<file path="config.mk">
export PLATFORM = sky130hd
export DESIGN_NAME = donut_raygen
export DESIGN_NICKNAME = d
export VERILOG_FILES = /design/src/rtl/donut_raygen.sv
export SDC_FILE = /design/constraint.sdc
export NUM_CORES = 1
export LEC_CHECK = 0
export ABC_AREA = 1
export BUFFER_PORTS_ARGS = -buffer_cell sky130_fd_sc_hd__buf_2
export CAP_MARGIN = 0
export CORE_MARGIN = 2
export CORE_UTILIZATION = 55
export CTS_CLUSTER_DIAMETER = 60
export DETAILED_ROUTE_END_ITERATION = 7
export HOLD_SLACK_MARGIN = 0.15
export PLACE_DENSITY_LB_ADDON = 0.15
export SLEW_MARGIN = 20
export SYNTH_ARGS = -nofsm -noshare
export SYNTH_HDL_FRONTEND = slang
export SYNTH_SLANG_ARGS = --single-unit
export TNS_END_PERCENT = 10
</file>
<file path="constraint.sdc">
create_clock -name clk -period 3.28 [get_ports clk]
set_input_delay 0.328 -clock clk [delete_from_list [all_inputs] [get_ports clk]]
set_output_delay 0.328 -clock clk [all_outputs]
set_load 0.05 [all_outputs]
</file>
<file path="src/rtl/donut_raygen.sv">
// donut_raygen: per-pixel ray generator feeding the donut ray-march hit tester.
// Latches camera/light operands on frame_start, walks the ray direction across
// each active line one slot every ITERS clocks, pulses start per slot and flags
// the clock at which each slot's hit tester result is ready (sample_valid).
// Optional build macro: RAYGEN_LINE_DOUBLE_EN -- row direction advances only
// on every second line_start so each ray row covers two scanlines.
module donut_raygen #(
  parameter int ITERS  = 8,
  parameter int SLOTS  = 80,
  parameter int SLOT_W = 7
) (
  input  logic              clk,
  input  logic              reset,
  input  logic              frame_start,
  input  logic              line_start,
  input  logic [47:0]       org_in,
  input  logic [47:0]       corner_in,
  input  logic [47:0]       right_in,
  input  logic [47:0]       down_in,
  input  logic [47:0]       light_in,
  output logic              start,
  output logic [15:0]       px,
  output logic [15:0]       py,
  output logic [15:0]       pz,
  output logic [15:0]       rx,
  output logic [15:0]       ry,
  output logic [15:0]       rz,
  output logic [15:0]       lx,
  output logic [15:0]       ly,
  output logic [15:0]       lz,
  output logic              sample_valid,
  output logic [SLOT_W-1:0] sample_slot,
  output logic              busy
);

  localparam int                PH_W      = (ITERS > 1) ? $clog2(ITERS) : 1;
  localparam logic [PH_W-1:0]   PH_LAST   = PH_W'(ITERS - 1);
  localparam logic [SLOT_W-1:0] SLOT_LAST = SLOT_W'(SLOTS - 1);

  typedef enum logic [1:0] {
    IDLE  = 2'd0,
    RUN   = 2'd1,
    DRAIN = 2'd2
  } state_t;

  // Per-component 16-bit wrapping add of two {z,y,x} vectors.
  function automatic logic [47:0] vadd(input logic [47:0] a, input logic [47:0] b);
    logic [15:0] sx, sy, sz;
    sx = a[15:0]  + b[15:0];
    sy = a[31:16] + b[31:16];
    sz = a[47:32] + b[47:32];
    return {sz, sy, sx};
  endfunction

  state_t              state_q, state_d;
  logic [PH_W-1:0]     phase_q, phase_d;
  logic [SLOT_W-1:0]   slot_q, slot_d;
  logic [47:0]         org_q, org_d;
  logic [47:0]         right_q, right_d;
  logic [47:0]         down_q, down_d;
  logic [47:0]         light_q, light_d;
  logic [47:0]         row_dir_q, row_dir_d;
  logic [47:0]         ray_q, ray_d;
  logic                start_q, start_d;
  logic                sample_valid_q, sample_valid_d;
  logic [SLOT_W-1:0]   sample_slot_q, sample_slot_d;
`ifdef RAYGEN_LINE_DOUBLE_EN
  logic                parity_q, parity_d;
`endif

  // State register: every register resets synchronously to zero.
  always_ff @(posedge clk) begin
    // NOTE: sequential state uses non-blocking assignments so every register
    // samples the pre-edge values regardless of statement order.
    if (reset) begin
      state_q        <= IDLE;
      phase_q        <= '0;
      slot_q         <= '0;
      org_q          <= '0;
      right_q        <= '0;
      down_q         <= '0;
      light_q        <= '0;
      row_dir_q      <= '0;
      ray_q          <= '0;
      start_q        <= 1'b0;
      sample_valid_q <= 1'b0;
      sample_slot_q  <= '0;
`ifdef RAYGEN_LINE_DOUBLE_EN
      parity_q       <= 1'b0;
`endif
    end else begin
      state_q        <= state_d;
      phase_q        <= phase_d;
      slot_q         <= slot_d;
      org_q          <= org_d;
      right_q        <= right_d;
      down_q         <= down_d;
      light_q        <= light_d;
      row_dir_q      <= row_dir_d;
      ray_q          <= ray_d;
      start_q        <= start_d;
      sample_valid_q <= sample_valid_d;
      sample_slot_q  <= sample_slot_d;
`ifdef RAYGEN_LINE_DOUBLE_EN
      parity_q       <= parity_d;
`endif
    end
  end

  // Next-state logic: frame_start beats line_start beats the RUN/DRAIN walk.
  // start/sample_valid are decoded from the next state so they appear as
  // registered outputs in the same cycle the state register reaches it.
  always_comb begin
    // NOTE: every variable gets a default first so no path leaves it
    // unassigned, which would otherwise infer a latch.
    state_d        = state_q;
    phase_d        = phase_q;
    slot_d         = slot_q;
    org_d          = org_q;
    right_d        = right_q;
    down_d         = down_q;
    light_d        = light_q;
    row_dir_d      = row_dir_q;
    ray_d          = ray_q;
    start_d        = 1'b0;
    sample_valid_d = 1'b0;
    sample_slot_d  = sample_slot_q;
`ifdef RAYGEN_LINE_DOUBLE_EN
    parity_d       = parity_q;
`endif

    if (frame_start) begin
      org_d     = org_in;
      right_d   = right_in;
      down_d    = down_in;
      light_d   = light_in;
      row_dir_d = corner_in;
      phase_d   = '0;
      slot_d    = '0;
      state_d   = IDLE;
`ifdef RAYGEN_LINE_DOUBLE_EN
      parity_d  = 1'b0;
`endif
    end else if (line_start) begin
      // Any in-flight slot is dropped: its sample is simply never issued.
      ray_d   = row_dir_q;
`ifdef RAYGEN_LINE_DOUBLE_EN
      if (parity_q) row_dir_d = vadd(row_dir_q, down_q);
      parity_d = ~parity_q;
`else
      row_dir_d = vadd(row_dir_q, down_q);
`endif
      phase_d = '0;
      slot_d  = '0;
      state_d = RUN;
      start_d = 1'b1;
    end else begin
      unique case (state_q)
        RUN: begin
          if (phase_q == PH_LAST) begin
            // Result of the current slot is ready on the next clock.
            sample_valid_d = 1'b1;
            sample_slot_d  = slot_q;
            phase_d        = '0;
            if (slot_q == SLOT_LAST) begin
              state_d = DRAIN;
            end else begin
              ray_d   = vadd(ray_q, right_q);
              slot_d  = slot_q + SLOT_W'(1);
              start_d = 1'b1;
            end
          end else begin
            phase_d = phase_q + PH_W'(1);
          end
        end
        DRAIN:   state_d = IDLE;
        default: state_d = IDLE;
      endcase
    end
  end

  assign start        = start_q;
  assign sample_valid = sample_valid_q;
  assign sample_slot  = sample_slot_q;
  assign busy         = (state_q != IDLE);
  assign {pz, py, px} = org_q;
  assign {rz, ry, rx} = ray_q;
  assign {lz, ly, lx} = light_q;

endmodule

</file>
==> out/qor.txt, run 1 <==
Largest cells by area after synthesis - dfxtp_1, nand2_1, nor2_1, o21ai_0, ha_1
Power per cell area - 467 mW/mm^2
DRC Markers - 0
Slowest Stage Delay on Critical Path - 0.35 ns
Die height - 176 um
Net count, final - 3340
Sequential area share after synthesis - 37.8%
Maxcap violations - 0
Share of synthesized flip-flops with an asynchronous set or reset - 0%
Clock transition at the register clock pins on the worst setup and hold paths after CTS - 0.06 ns
Final Hold Slack - 0.167 ns
Library cell with the highest instance count after synthesis - nand2_1
Clock Root Buffer - clkbuf_16
Cell-internal power - 7.06 mW
Endpoint of the worst hold path - row_dir_q[45]
Worst reg-to-reg setup slack - 1.11 ns
Number of clock sinks - 309
Leakage power - 11.1 nW
Cell type with the highest aggregate area in the netlist - dfxtp_1
Port Buffer Count - 397
Syn Nets - 2773
Most common library cells after synthesis - nand2_1, nor2_1, dfxtp_1, o21ai_0, inv_1
Syn avg cell area - 6.73 um^2
Critical path cell sequence - ha_1 > ha_1 > inv_1 > nor2_1 > nand2_4 > nand2_4 > nand2_8 > inv_4 > o21ai_0 > a21oi_1
Final Cycle Share - 66.1%
I/O Pins - 398
Fraction of power consumed by sequential logic - 40.8%
Proportion of power drawn by the clock network - 38.3%
Number of cells on the worst reg-to-reg path - 10
Number of buffers created by CTS - 37
Worst hold path cell count - 3
Sum of negative setup slack - 0 ns
Standard cell area after detailed placement - 0.0185 mm^2
Antenna violations before repair - 1
X dimension of the die - 176 um
Critical Path Sink Type - register
Register bit count reported by yosys - 309
Reg-to-Reg End - ray_q[38]
Yosys Warn Count - 0
Wire length of the first global-routing pass - 87900 um
RePlAce Congestion - 0.973
Category of the most critical setup path - reg -> reg
Die area - 0.0311 mm^2
Starting Density - 55.4%
Final min period - 2.17 ns
Part of the total power dissipated in combinational logic - 20.9%
Worst min-delay path class - in -> reg
Vias in the first global route - 17650
Peak supply drop - 0.465 mV
Switching Share - 31.1%
Row count - 63
DR pass1 iterations - 7
Slew margin rel. - 31.8%
Max clock buf depth - 3
Final core utilization - 74.4%
Count of final hold-check violations - 0
Endpoints failing setup - 0
Number of placed cells counting well taps - 3119
Number of design-rule violations left by the first detailed-router iteration - 1182
Mapped Cells - 2430
Start point of the worst hold path - corner_in[45]
Core Footprint - 0.0295 mm^2
Largest fanout on the critical path - 71
Post-DR wirelength/cell - 16.5 um
Pin count of the biggest net entering global routing - 198
Run status - finished clean
Total wirelength of the detailed-routed design - 56400 um
Grt ovf - 0
Actual transition at the worst max-transition pin - 1.02 ns
TritonCTS clock tree - done
Clock network latency to the later pin of the worst-skew pair - 0.52 ns
Cell Area, Synth - 0.0163 mm^2
Fraction of post-synthesis cell area in the top cell type by area - 37.8%
Via total after detailed routing - 18271
Worst clock skew - 0.0188 ns
Via count normalized by instance count - 5.35
Post-route standard cell area excluding fillers - 0.0219 mm^2
Final slew viol count - 0
Crit path max-delay cell type - dfxtp_1
Arrival time at the worst endpoint - 2.61 ns
Post-synth EDFFs - 0
Layout Area Growth over Synthesis - 34.2%
H-tree Lvls - 2
Dominant register cell in the synthesized netlist - dfxtp_1
F_max - 462 MHz
Global router's overall resource usage - 35.0%
Data required time at the worst endpoint - 3.72 ns
RSZ-0062 raised after global routing - no
Reg-to-reg startpoint - phase_q[0]
Number of unique standard cell types used by synthesis - 36
Number of non-filler instances in the completed layout - 3415
Type of element launching the critical path - register
Share of final-layout standard cells stronger than drive strength 1 - 16.0%
Number of antenna-violating nets in the routed design - 0
Total net switching power - 3.19 mW
Placed wire-length estimate after detailed placement - 36400 um
-- how the worst max path moves through the flow --
stage	startpoint	end	slack [ns]
floorplan	ray_q[0]	ray_q[8]	1.31
global placement	phase_q[0]	ray_q[7]	1.19
detailed placement	phase_q[0]	ray_q[7]	1.10
CTS	phase_q[0]	ray_q[38]	1.09
global route	phase_q[0]	ray_q[38]	0.88
finish	phase_q[0]	ray_q[38]	1.11
-- what timing repair did --
| action | CTS | global route |
|---|---|---|
| hold buffers | 229 | 0 |
| setup buffers | 0 | 0 |
| endpoints found under the hold margin | 229 | 0 |
| gates resized for setup | 0 | 0 |
-- metal layers --
layer / wire, um / share of wire, % / GRT usage (%) / vias to the layer above
li1: - / - / - / 8959
met1: 22300 / 39 / 39.7 / 8450
met2: 27600 / 49 / 61.8 / 656
met3: 2790 / 4.9 / 4.91 / 206
met4: 3760 / 6.7 / 22.3 / 0
met5: 0 / 0 / 0 / -
-- cell type report --
cell class	count	area [um^2]
Timing Repair Buffer	636	4400
Antenna cell	1	2.50
Clock inverter	13	97.6
Inverter	185	704
Tap cell	390	488
Clock buffer	53	1070
Fill cell	2311	7540
Sequential cell	309	6190
Multi-Input combinational cell	1828	8990
-- registers in the layout, indices dropped and copies added, names as in the netlist, 3 cells and up --
signal / cells
down_q: 48
light_q: 48
org_q: 48
phase_q: 3
ray_q: 48
right_q: 48
row_dir_q: 48
sample_slot: 7
slot_q: 7
-- stage by stage --
stage / setup WS (ns) / total power, mW
2_1_floorplan: 1.31 / 5.54
3_3_place_gp: 1.19 / 6.09
4_1_cts: 1.09 / 10.2
6_report: 1.11 / 10.3
3_5_place_dp: 1.10 / 6.12
5_1_grt: 0.878 / 10.7
-- critical path: cells and delay by family (launching register included) --
kind / cells / cell delay [ns]
flops: 1 / 0.35
buf+inv: 2 / 0.40
compound gates: 2 / 0.28
fa+ha+maj: 2 / 0.31
simple gates: 4 / 0.74
-- logic make-up (layout without fill, tap and decap cells) --
logic type                 Yosys count  count (layout)  synth area share [%]
DFF                                309             309                  37.8
buffers and inverters              293             887                  7.16
xor gates and xnor gates            45              45                  2.41
AOI/OAI and AO/OA                  461             461                  14.8
adders and majority gates           99              99                  7.85
and+or+nand+nor                   1223            1223                  29.9
other                                0               1                     0
-- power by group through the flow --
stage	clock network, mW	registers (mW)	logic, mW
floorplan	0	4.58	0.963
global placement	0	4.25	1.84
detailed placement	0	4.25	1.87
CTS	3.97	4.17	2.10
global route	4.12	4.20	2.33
finish	3.93	4.18	2.14
-- cell usage in the layout (no fill, tap or decap), types with 33 or more instances in the layout --
cell / count
nand2_1: 549
nor2_1: 513
buf_2: 396
dfxtp_1: 309
o21ai_0: 241
dlygate4sd3_1: 229
inv_1: 178
a21oi_1: 166
nand3_1: 109
ha_1: 93
clkbuf_16: 37
a22oi_1: 33
Power figures use the tool's default switching activity.
==> inputs of run 2 (changes only) <==
Settings changed: CORE_UTILIZATION 55 to 49.
Clock period 3.28 ns to 1.8 ns, I/O delays scaled along.
==> out/qor.txt, run 2 (same netlist as run 1, synthesis figures left out) <==
Row count - 66 (was 63)
I/O Pins - 398 (unchanged)
Post-route standard cell area excluding fillers - 0.0229 mm^2 (was 0.0219 mm^2)
DR pass1 iterations - 5 (was 7)
Clock transition at the register clock pins on the worst setup and hold paths after CTS - 0.06 ns (about the same)
Number of antenna-violating nets in the routed design - 0 (unchanged)
Number of buffers created by CTS - 36 (was 37)
Worst min-delay path class - in -> reg (unchanged)
Post-DR wirelength/cell - 16.0 um (was 16.5 um)
Standard cell area after detailed placement - 0.0189 mm^2 (was 0.0185 mm^2)
Clock network latency to the later pin of the worst-skew pair - 0.52 ns (about the same)
RePlAce Congestion - 0.921 (was 0.973)
Count of final hold-check violations - 0 (unchanged)
X dimension of the die - 187 um (was 176 um)
Number of clock sinks - 309 (unchanged)
Layout Area Growth over Synthesis - 40.1% (was 34.2%)
Run status - finished clean (unchanged)
Grt ovf - 0 (unchanged)
Worst reg-to-reg setup slack - 0.06 ns (was 1.11 ns)
Most common cell after layout, fill and taps aside - nand2_1 (unchanged)
Pin count of the biggest net entering global routing - 144 (was 198)
Die area - 0.0348 mm^2 (was 0.0311 mm^2)
Final Cycle Share - 96.5% (was 66.1%)
Largest fanout on the critical path - 4 (was 71)
Actual transition at the worst max-transition pin - 0.801 ns (was 1.02 ns)
Share of final-layout standard cells stronger than drive strength 1 - 19.9% (was 16.0%)
Worst slack after detailed placement - -0.0482 ns (was 1.10 ns)
Category of the most critical setup path - reg -> reg (unchanged)
Final min period - 1.74 ns (was 2.17 ns)
Slew margin rel. - 46.6% (was 31.8%)
TritonCTS clock tree - done (unchanged)
Type of element launching the critical path - register (unchanged)
Starting Density - 50.0% (was 55.4%)
Data required time at the worst endpoint - 2.18 ns (was 3.72 ns)
Via count normalized by instance count - 5.17 (was 5.35)
Clock Root Buffer - clkbuf_16 (unchanged)
Max clock buf depth - 3 (unchanged)
Number of design-rule violations left by the first detailed-router iteration - 992 (was 1182)
H-tree Lvls - 2 (unchanged)
Antenna violations before repair - 0 (was 1)
Placed wire-length estimate after detailed placement - 36800 um (was 36400 um)
F_max - 576 MHz (was 462 MHz)
Maxcap violations - 0 (unchanged)
Power per cell area - 819 mW/mm^2 (was 467 mW/mm^2)
Commonest cells after routing, fill and taps aside - nand2_1, nor2_1, buf_2, dfxtp_1, dlygate4sd3_1 (was nand2_1, nor2_1, buf_2, dfxtp_1, o21ai_0)
Vias in the first global route - 18229 (was 17650)
Via total after detailed routing - 18196 (was 18271)
Net count, final - 3397 (was 3340)
Final slew viol count - 0 (unchanged)
Design Power - 18.7 mW (was 10.3 mW)
Final Hold Slack - 0.224 ns (was 0.167 ns)
RSZ-0062 raised after global routing - yes (was no)
Arrival time at the worst endpoint - 2.12 ns (was 2.61 ns)
Total wirelength of the detailed-routed design - 56200 um (was 56400 um)
Wire length of the first global-routing pass - 89700 um (was 87900 um)
Endpoints failing setup - 0 (unchanged)
Die height - 187 um (was 176 um)
Peak supply drop - 0.731 mV (was 0.465 mV)
Global router's overall resource usage - 31.2% (was 35.0%)
DRC Markers - 0 (unchanged)
Port Buffer Count - 397 (unchanged)
Leakage power - 11.4 nW (was 11.1 nW)
Worst clock skew - 0.0137 ns (was 0.0188 ns)
Critical Path Sink Type - register (unchanged)
Core Footprint - 0.0327 mm^2 (was 0.0295 mm^2)
Fill cells - 2709 (was 2311)
Fin worst setup slack - 0.0636 ns (was 1.11 ns)
-- run 2: cell types whose count changed in the layout (fill, tap and decap cells not counted), moves of 16 or more --
cell           previous run  this run
nand2_1                 549       525
nand2_2                   1        25
ha_1                     93        72
dlygate4sd3_1           229       245
buf_4                     7        41
-- run 2: through the flow --
| stage | instances | utilization (%) | TNS [ns] |
|---|---|---|---|
| after floorplan | 2430 | - | -0.0744 |
| after global placement | 3211 | 57.9 | -0.0487 |
| after detailed placement | 3211 | 57.9 | -0.437 |
| after CTS | 3517 | 68.9 | 0 |
| after global routing | 3519 | 70.0 | -0.572 |
| final | 3520 | 70.0 | 0 |
-- run 2: final cells by class --
type	count	area [um^2]	area share, %
Antenna cell	1	2.50	0.0109
Clock buffer	50	1020	4.47
Clock inverter	11	97.6	0.426
Inverter	185	713	3.12
Multi-Input combinational cell	1828	9340	40.8
Sequential cell	309	6210	27.1
Tap cell	442	553	2.42
Timing Repair Buffer	693	4940	21.6
Timing Repair inverter	1	7.51	0.0328
-- run 2: path summary, 6_finish.rpt --
kind,start,to,cells past startpoint
worst max-delay path,ray_q[20],ray_q[27],11
worst min-delay path,frame_start,ray_q[32],5
worst max register to register,ray_q[20],ray_q[27],11
worst min register to register,right_q[9],right_q[9],2
-- run 2: report_power, final --
group	switching, mW	leakage [nW]	internal [mW]
clock	2.94	0.555	4.11
sequential	0.328	2.56	7.28
combinational	2.51	8.25	1.57
-- run 2: timing repair --
action,4_1_cts,5_1_grt
hold endpoints to repair,244,0
setup endpoints to repair,24,78
setup buffers,0,1
resized for setup,9,87
hold buffers,245,0
gates cloned,0,1
pin swaps,3,10
-- run 2: routing by layer --
| metal | wire [um] | vias up | GRT usage [%] |
|---|---|---|---|
| met3 | 3030 | 158 | 4.83 |
| met1 | 22000 | 8322 | 34.7 |
| met5 | 0 | - | 0 |
| met4 | 3200 | 0 | 17.6 |
| li1 | - | 9083 | - |
| met2 | 27900 | 633 | 56.6 |
-- run 2: worst max-delay path: stages, from the launching register on --
cell and delay, ns:
dfxtp_1 0.34, ha_1 0.37, nand2_1 0.09, nand2_1 0.08, a21oi_1 0.16, nand2_2 0.11, nand2_1 0.09, nand2_1 0.05
nand2_1 0.05, nand3_1 0.06, nand2_1 0.11, a21oi_1 0.08
==> inputs of run 3 (changes only) <==
Settings changed: CORE_UTILIZATION 49 to 54.
Clock period 1.8 ns to 1.6 ns, I/O delays scaled along.
==> out/qor.txt, run 3 (same netlist as run 1, synthesis figures left out) <==
Run status - finished with violations (was finished clean)
Failing checks - negative setup slack
Final slew viol count - 0 (unchanged)
Antenna violations before repair - 0 (unchanged)
Busiest layer in global routing - met2 (unchanged)
Type of element launching the critical path - register (unchanged)
Net count, final - 3533 (was 3397)
RSZ-0062 raised after global routing - yes (unchanged)
Commonest cells after routing, fill and taps aside - nor2_1, nand2_1, buf_2, dlygate4sd3_1, dfxtp_1 (was nand2_1, nor2_1, buf_2, dfxtp_1, dlygate4sd3_1)
Number of clock sinks - 309 (unchanged)
Sum of negative setup slack - -3.86 ns (was 0 ns)
Via count normalized by instance count - 5.58 (was 5.17)
Slowest Stage Delay on Critical Path - 0.37 ns (about the same)
Fin worst setup slack - -0.194 ns (was 0.0636 ns)
Critical path cell sequence - ha_4 > nand2_1 > inv_1 > nand3_1 > nand2_2 > nand2_1 > nand3b_1 > nand3_1 > a21oi_1 (was ha_1 > nand2_1 > nand2_1 > a21oi_1 > nand2_2 > nand2_1 > nand2_1 > nand2_1 > nand3_1 > nand2_1 > a21oi_1)
Pin count of the biggest net entering global routing - 132 (was 144)
Fill cells - 1804 (was 2709)
Largest fanout on the critical path - 4 (unchanged)
Number of antenna-violating nets in the routed design - 0 (unchanged)
Standard cell area after detailed placement - 0.0200 mm^2 (was 0.0189 mm^2)
Layout Area Growth over Synthesis - 52.2% (was 40.1%)
Post-DR wirelength/cell - 18.2 um (was 16.0 um)
Category of the most critical setup path - reg -> reg (unchanged)
Grt ovf - 0 (unchanged)
X dimension of the die - 178 um (was 187 um)
Final min period - 1.79 ns (was 1.74 ns)
Total wirelength of the detailed-routed design - 65600 um (was 56200 um)
TritonCTS clock tree - done (unchanged)
Maxcap violations - 0 (unchanged)
Worst clock skew - 0.0168 ns (was 0.0137 ns)
Power per cell area - 909 mW/mm^2 (was 819 mW/mm^2)
Core Footprint - 0.0297 mm^2 (was 0.0327 mm^2)
H-tree Lvls - 2 (unchanged)
Clock network latency to the later pin of the worst-skew pair - 0.54 ns (was 0.52 ns)
Crit path max-delay cell type - dfxtp_1 (was ha_1)
Met1 demand-to-capacity share in global routing - 41.6% (was 34.7%)
DRC Markers - 0 (unchanged)
Slew margin rel. - 62.6% (was 46.6%)
Reg-to-reg startpoint - row_dir_q[5] (was ray_q[20])
Global router's overall resource usage - 38.3% (was 31.2%)
Most common cell after layout, fill and taps aside - nor2_1 (was nand2_1)
Share of final-layout standard cells stronger than drive strength 1 - 28.4% (was 19.9%)
Endpoints failing setup - 51 (was 0)
F_max - 557 MHz (was 576 MHz)
Die height - 178 um (was 187 um)
Worst setup path startpoint - row_dir_q[5] (was ray_q[20])
Antenna diode instance count - 0 (was 1)
I/O Pins - 398 (unchanged)
Met3 track utilization from global routing - 5.82% (was 4.83%)
Worst min-delay path class - in -> reg (unchanged)
Number of design-rule violations left by the first detailed-router iteration - 1623 (was 992)
Count of final hold-check violations - 0 (unchanged)
DR pass1 iterations - 6 (was 5)
Leakage power - 12.2 nW (was 11.4 nW)
Arrival time at the worst endpoint - 2.25 ns (was 2.12 ns)
Actual transition at the worst max-transition pin - 0.561 ns (was 0.801 ns)
Starting Density - 55.0% (was 50.0%)
Data required time at the worst endpoint - 2.06 ns (was 2.18 ns)
Die area - 0.0317 mm^2 (was 0.0348 mm^2)
Final Cycle Share - 112% (was 96.5%)
Critical Path Sink Type - register (unchanged)
Placed wire-length estimate after detailed placement - 38800 um (was 36800 um)
Max clock buf depth - 3 (unchanged)
RePlAce Congestion - 0.956 (was 0.921)
Clock transition at the register clock pins on the worst setup and hold paths after CTS - 0.06 ns (about the same)
Wire length of the first global-routing pass - 96900 um (was 89700 um)
Vias in the first global route - 19705 (was 18229)
Number of buffers created by CTS - 38 (was 36)
Row count - 63 (was 66)
Peak supply drop - 0.931 mV (was 0.731 mV)
Port Buffer Count - 397 (unchanged)
Via total after detailed routing - 20125 (was 18196)
Start point of the worst hold path - frame_start (unchanged)
Post-route standard cell area excluding fillers - 0.0249 mm^2 (was 0.0229 mm^2)
Clock Root Buffer - clkbuf_16 (unchanged)
Met2 usage - 67.2% (was 56.6%)
-- run 3: changes by cell type in the layout (fill, tap and decap cells not counted), moves of 10 or more --
cell,before,now
nand3_1,105,95
ha_1,72,34
ha_4,12,53
buf_4,41,169
dfxtp_2,12,69
nand2_2,25,49
a21oi_2,14,30
dfxtp_1,295,233
a21oi_1,152,136
nand2_1,525,499
-- run 3: worst paths after layout --
path | endpoint | cells after the start | slack, ns
min reg2reg | ray_q[13] | 2 | 0.47
max | row_dir_q[11] | 9 | -0.19
max reg2reg | row_dir_q[11] | 9 | -0.19
min | ray_q[15] | 5 | 0.18
-- run 3: critical path, delay by kind of cell, from the launching register on --
| kind | cells | cell delay, ns |
|---|---|---|
| DFF | 1 | 0.37 |
| AOI/OAI and AO/OA | 1 | 0.13 |
| and+or+nand+nor | 6 | 0.71 |
| adders and majority gates | 1 | 0.32 |
| buffers and inverters | 1 | 0.19 |
-- run 3: final cells by class --
cell class	instances	area (um^2)	area share, %
flip-flops and latches	309	6300	25.3
well taps	390	488	1.96
repair buffers	826	6000	24.1
multi-input cells	1829	10100	40.6
clock buffers	53	1130	4.54
inverters	185	732	2.94
repair inverters	1	11.3	0.0453
clock inverters	14	124	0.498
-- run 3: metrics by stage --
stage | setup slack, ns | std cells | total power [mW] | utilization (%) | hold WS [ns]
finish | -0.194 | 3607 | 22.6 | 83.7 | 0.184
detailed placement | -0.264 | 3281 | 13.0 | 67.3 | 0.387
global placement | -0.147 | 3281 | 12.9 | 67.3 | 0.381
floorplan | -0.0611 | 2430 | 11.4 | - | 0.295
CTS | -0.116 | 3602 | 22.1 | 81.1 | 0.154
global route | -0.281 | 3607 | 23.4 | 83.7 | 0.189
-- run 3: power by group --
| group | internal (mW) | switching [mW] |
|---|---|---|
| combinational | 2.21 | 3.18 |
| clock | 5.11 | 3.49 |
| sequential | 8.21 | 0.420 |
| total | 15.5 | 7.09 |
-- run 3: timing repair --
| item | CTS | global route |
|---|---|---|
| setup endpoints to repair | 87 | 92 |
| hold buffers | 245 | 0 |
| cloned | 2 | 0 |
| gates resized for setup | 80 | 147 |
| setup buffers | 7 | 5 |
| pin swaps | 20 | 43 |
| endpoints found under the hold margin | 241 | 0 |
-- run 3: layer usage --
metal	vias to the layer above	wire length, um
met4	0	5680
li1	9381	-
met1	9280	23800
met5	-	0
met3	358	4410
met2	1106	31700
